[config.mk]
export PLATFORM = sky130hd
export DESIGN_NAME = pc_fetch_queue
export DESIGN_NICKNAME = d
export VERILOG_FILES = /design/src/rtl/pc_fetch_queue.sv
export SDC_FILE = /design/constraint.sdc
export NUM_CORES = 1
export LEC_CHECK = 0
export BUFFER_PORTS_ARGS = -buffer_cell sky130_fd_sc_hd__buf_2
export CORE_ASPECT_RATIO = 0.8
export CORE_MARGIN = 2
export CORE_UTILIZATION = 28
export CTS_CLUSTER_SIZE = 10
export DETAILED_ROUTE_END_ITERATION = 8
export GPL_TIMING_DRIVEN = 0
export PLACE_DENSITY = 0.58
export SYNTH_ARGS = -nofsm -noshare
export SYNTH_HDL_FRONTEND = slang
export SYNTH_SLANG_ARGS = --single-unit
[constraint.sdc]
create_clock -name clk_i -period 3.35 [get_ports clk_i]
set_clock_uncertainty 0.2 [all_clocks]
set_input_delay 0.1675 -clock clk_i [delete_from_list [all_inputs] [get_ports clk_i]]
set_output_delay 0.1675 -clock clk_i [all_outputs]
set_load 0.02 [all_outputs]
[src/rtl/pc_fetch_queue.sv]
// Instruction prefetch queue: fetches sequentially from a combinational imem and buffers {pc, instr}.
// Optional jump predecode enabled by defining FETCH_JUMP_PREDECODE_EN.
module pc_fetch_queue #(
    parameter int unsigned ADDR_W   = 32,
    parameter int unsigned DEPTH    = 4,
    parameter logic [ADDR_W-1:0] RESET_PC = '0
) (
    input  logic                         clk_i,
    input  logic                         rst_i,
    output logic [ADDR_W-1:0]            imem_addr_o,
    input  logic [31:0]                  imem_instr_i,
    input  logic                         halt_i,
    input  logic                         redirect_i,
    input  logic [ADDR_W-1:0]            redirect_pc_i,
    output logic                         instr_valid_o,
    input  logic                         instr_ready_i,
    output logic [31:0]                  instr_o,
    output logic [ADDR_W-1:0]            instr_pc_o,
    output logic [ADDR_W-1:0]            pc_plus4_o,
    output logic [$clog2(DEPTH+1)-1:0]   count_o
);

    localparam int unsigned CW = $clog2(DEPTH + 1);
    localparam int unsigned PW = $clog2(DEPTH);

    logic [ADDR_W-1:0] fpc_q, fpc_d;
    logic [PW-1:0]     rd_ptr_q, rd_ptr_d;
    logic [PW-1:0]     wr_ptr_q, wr_ptr_d;
    logic [CW-1:0]     count_q, count_d;

    logic [ADDR_W-1:0] pc_mem_q    [DEPTH];
    logic [31:0]       instr_mem_q [DEPTH];

    logic              push, pop;
    logic [ADDR_W-1:0] fpc_plus4, fpc_seq;

    assign fpc_plus4 = fpc_q + ADDR_W'(4);

`ifdef FETCH_JUMP_PREDECODE_EN
    logic [27:0]       jt28;
    logic [ADDR_W-1:0] jtarget;
    logic              is_j;

    assign jt28 = {imem_instr_i[25:0], 2'b00};
    assign is_j = (imem_instr_i[31:26] == 6'b000010);

    generate
        if (ADDR_W > 28) begin : g_jwide
            assign jtarget = {fpc_plus4[ADDR_W-1:28], jt28};
        end else begin : g_jnarrow
            assign jtarget = jt28[ADDR_W-1:0];
        end
    endgenerate

    assign fpc_seq = is_j ? jtarget : fpc_plus4;
`else
    assign fpc_seq = fpc_plus4;
`endif

    // Full blocks push using the pre-pop count, so a pop never frees a slot in the same cycle.
    assign push = (count_q != CW'(DEPTH)) && !halt_i && !redirect_i;
    assign pop  = (count_q != '0) && instr_ready_i && !redirect_i;

    always_comb begin
        fpc_d    = fpc_q;
        rd_ptr_d = rd_ptr_q;
        wr_ptr_d = wr_ptr_q;
        count_d  = count_q;
        if (redirect_i) begin
            fpc_d    = redirect_pc_i & ~ADDR_W'(3);
            rd_ptr_d = '0;
            wr_ptr_d = '0;
            count_d  = '0;
        end else begin
            if (push) begin
                fpc_d    = fpc_seq;
                wr_ptr_d = wr_ptr_q + PW'(1);
            end
            if (pop) begin
                rd_ptr_d = rd_ptr_q + PW'(1);
            end
            if (push && !pop) begin
                count_d = count_q + CW'(1);
            end else if (pop && !push) begin
                count_d = count_q - CW'(1);
            end
        end
    end

    always_ff @(posedge clk_i) begin
        if (rst_i) begin
            fpc_q    <= RESET_PC;
            rd_ptr_q <= '0;
            wr_ptr_q <= '0;
            count_q  <= '0;
        end else begin
            fpc_q    <= fpc_d;
            rd_ptr_q <= rd_ptr_d;
            wr_ptr_q <= wr_ptr_d;
            count_q  <= count_d;
        end
    end

    always_ff @(posedge clk_i) begin
        if (!rst_i && push) begin
            pc_mem_q[wr_ptr_q]    <= fpc_q;
            instr_mem_q[wr_ptr_q] <= imem_instr_i;
        end
    end

    assign imem_addr_o   = fpc_q;
    assign instr_valid_o = (count_q != '0);
    assign instr_o       = instr_mem_q[rd_ptr_q];
    assign instr_pc_o    = pc_mem_q[rd_ptr_q];
    assign pc_plus4_o    = pc_mem_q[rd_ptr_q] + ADDR_W'(4);
    assign count_o       = count_q;

endmodule

==> results.md <==
- Worst path arrival time: 2.81 ns
- Via density: 4.60
- Peak supply drop: 0.000313 V
- Final Max Tran Viols: 0
- Share of layout cells above drive strength 1: 35.6%
- Pin count of the biggest net entering global routing: 49
- RSZ-0062 raised after global routing: false
- Avg WL per Cell: 20.2 um
- R2R cell count: 6
- Initial Util: 28.2%
- WL final: 31,300 um
- Vias: 7,129
- Skew-Pair Late Insertion Delay: 0.52 ns
- Final Hold Fails: 0
- Initial antenna violation count: 2
- Mapped Cells: 658
- DRT iter0 DRCs: 500
- Async S/R FF share, synth: 0%
- Area Growth Syn to Fin: 31.2%
- Ant diodes: 0
- Post-synth cell types: 52
- Hold Crit Depth: 3
- Top-level port count: 201
- Total iterations of the first detailed-routing run: 5
- Global-route wire length before repair: 46,100 um
- Final-report setup violation count: 0
- Filler cell count in the final layout: 3,941
- Setup Crit Path Kind: flop to primary output
- Max Buffers Root-to-Sink: 3
- Post-synth EDFFs: 248
- Synth area leaders: edfxtp_1, mux4_2, dfxtp_1, xnor2_1, mux4_1
- RR Startpoint: imem_addr_o[5]$_SDFFE_PP0P_
- H-tree depth: 2
- Final worst-path cycle share: 94.9%
- Core ar.: 41,700 sq um
- Root buf cell: clkbuf_16
- Top FF cell, synth: edfxtp_1
- Crit end category: primary output
- Startpoint types: flop
- Critical Path RT: 2.98 ns
- Clk sinks: 287
- Cells after DPL: 1,411
- Reg2Reg Setup Slack: 0.17 ns
- Mapped cell area: 11,800 sq um
- Post-synthesis register bit count: 287
- Die area: 43,700 sq um
- Remaining Overflow, GRT: 0
- Peak Freq: 0.315 GHz
- Gpl congestion: 0.742
- Yosys top cell area share: 63.3%
- Crit path max fanout: 10
- MaxCap Viol Count: 0
- DP Wirelength: 21,100 um
- Cell Rows: 67
- Number of I/O port buffers: 192
- Synth warnings: 0
- Clk slew on worst S/H paths: 0.06 ns
- Post-Syn Area per Cell: 17.9 sq um
- Die Ht: 187 um
- Worst Hold End: imem_addr_o[4]$_SDFFE_PP0P_
- Post-Layout Cell Count: 1,551
- Synth cell count leaders: edfxtp_1, mux4_2, nor2_1, dfxtp_1, xnor2_1
- Antenna Nets Post-Route: 0
- Status: finished clean
- Hold Startpoint: rst_i
- PwrDens: 522 nW/um^2
- Vias in the first global route: 7,188
- Hold Path Class: input pin to flop
- Most frequent cell after synthesis: edfxtp_1
- Total chip power: 8.04 mW
- TritonCTS Buffers: 36
- Die width: 233 um
- Minimum clock period: 3.18 ns
- Register area share after synthesis: 70.0%
- Cell accounting for the most synthesized area: edfxtp_1
- Gr usage total: 14.2%
- Post-layout net count: 1,056
- P_leak: 5.41 nW
- CTS tree: done
- Post-route DRC: 0
- Reg2reg end: imem_addr_o[30]$_SDFFE_PP0P_
- Slew margin rel.: 53.7%
- Worst Tran Pin Value: 0.695 ns
-- cells in the final DEF (no fill, tap or decap), types with 4 or more instances in the layout --
cell and count:
a211oi_1 21, a21oi_1 7, a311oi_1 4, and3_1 8, and3_4 4, and4_1 5
buf_2 195, buf_4 21, buf_6 4, clkbuf_1 27, clkbuf_16 38, conb_1 6
dfxtp_1 39, dlygate4sd3_1 68, edfxtp_1 248, ha_1 6, inv_1 15, mux4_1 4
mux4_2 58, nand2_1 23, nand3_1 15, nand3_2 4, nand4_1 10, nor2_1 38
nor3_1 7, nor4_1 8, nor4_4 4, o21ai_0 5, or3_1 4, xnor2_1 37
xor2_1 16
-- cell type report --
class | instances | area (sq um) | share of cell area (%)
timing repair buffer | 278 | 1860 | 12.0
clock inverter | 5 | 42.5 | 0.276
buffer | 32 | 216 | 1.40
multi-input combinational | 328 | 3320 | 21.5
sequential | 287 | 8230 | 53.3
inverter | 16 | 60.1 | 0.389
tap | 552 | 691 | 4.48
clock buffer | 53 | 1010 | 6.53
-- flip-flops by register name, indices dropped and copies added, names as in the netlist, named ones only --
register	cells
count_o	3
pc_mem_q	120
imem_addr_o	30
instr_mem_q	128
wr_ptr_q	2
rd_ptr_q	2
-- critical path: stages (launching register included) --
cell and delay, ns:
dfxtp_1 0.32, buf_6 0.18, buf_12 0.18, mux4_2 0.57
ha_2 0.24, nand3_4 0.11, nor4_4 0.05, buf_6 0.14
buf_4 0.13, nand2_1 0.07, xnor2_1 0.11, buf_2 0.18
-- cells by family after synthesis --
family                   count (synthesis)  share of synthesized area, %
AND/OR/NAND/NOR                        152                          7.88
multiplexers                            63                          12.2
buffers and inverters                   48                          2.21
flip-flops                             287                          70.0
adder cells (fa/ha/maj)                  8                         0.915
AO/OA/AOI/OAI                           44                          2.63
XOR/XNOR                                55                          4.10
other                                    1                        0.0319
-- power breakdown --
group	internal, mW	total (mW)	switching (mW)	leakage (nW)
combinational	0.231	0.540	0.309	2.30
sequential	3.95	4.03	0.0809	2.60
clock	2.07	3.47	1.40	0.505
total	6.26	8.04	1.79	5.41
-- timing repair --
item                                    in CTS  in global routing
pin swaps                                    3                  3
hold buffers                                68                  0
endpoints found under the setup margin      14                 14
gates resized for setup                     10                  9
endpoints found under the hold margin      162                  0
setup buffers                                8                  6
-- how the worst max path moves through the flow --
stage                       startpoint  slack, ns                            to
3_3_place_gp   count_o[0]$_SDFFE_PP0P_      -1.41  instr_mem_q[1][12]$_DFFE_PP_
3_5_place_dp                      flop       0.07                pc_plus4_o[25]
4_1_cts                           flop       0.01                pc_plus4_o[16]
6_report                          flop       0.17                pc_plus4_o[16]
5_1_grt                           flop       0.01                pc_plus4_o[29]
2_1_floorplan  count_o[0]$_SDFFE_PP0P_       0.13   instr_mem_q[0][0]$_DFFE_PP_
-- metal layers --
layer  vias up  wire length, um  part of all wire [%]  track usage (%)
met1      3645            14500                    46             20.0
met4         0              527                   1.7             3.31
met3        39             1670                   5.3             3.00
li1       3256                -                     -                -
met2       189            14600                    47             22.4
met5         -                0                     0                0
-- through the flow --
| stage | setup WS, ns | hold slack [ns] | area [sq um] | util [%] | TNS [ns] |
|---|---|---|---|---|---|
| after floorplan | 0.133 | 0.0664 | 11800 | - | 0 |
| after global placement | -1.41 | 0.183 | 13400 | 32.2 | -335.38 |
| after detailed placement | 0.0665 | 0.190 | 13500 | 32.5 | 0 |
| after CTS | 0.00958 | 0.00231 | 15400 | 36.9 | 0 |
| after global routing | 0.0148 | 0.0588 | 15400 | 37.0 | 0 |
| final | 0.172 | 0.0357 | 15400 | 37.0 | 0 |
Power figures use the tool's default switching activity.
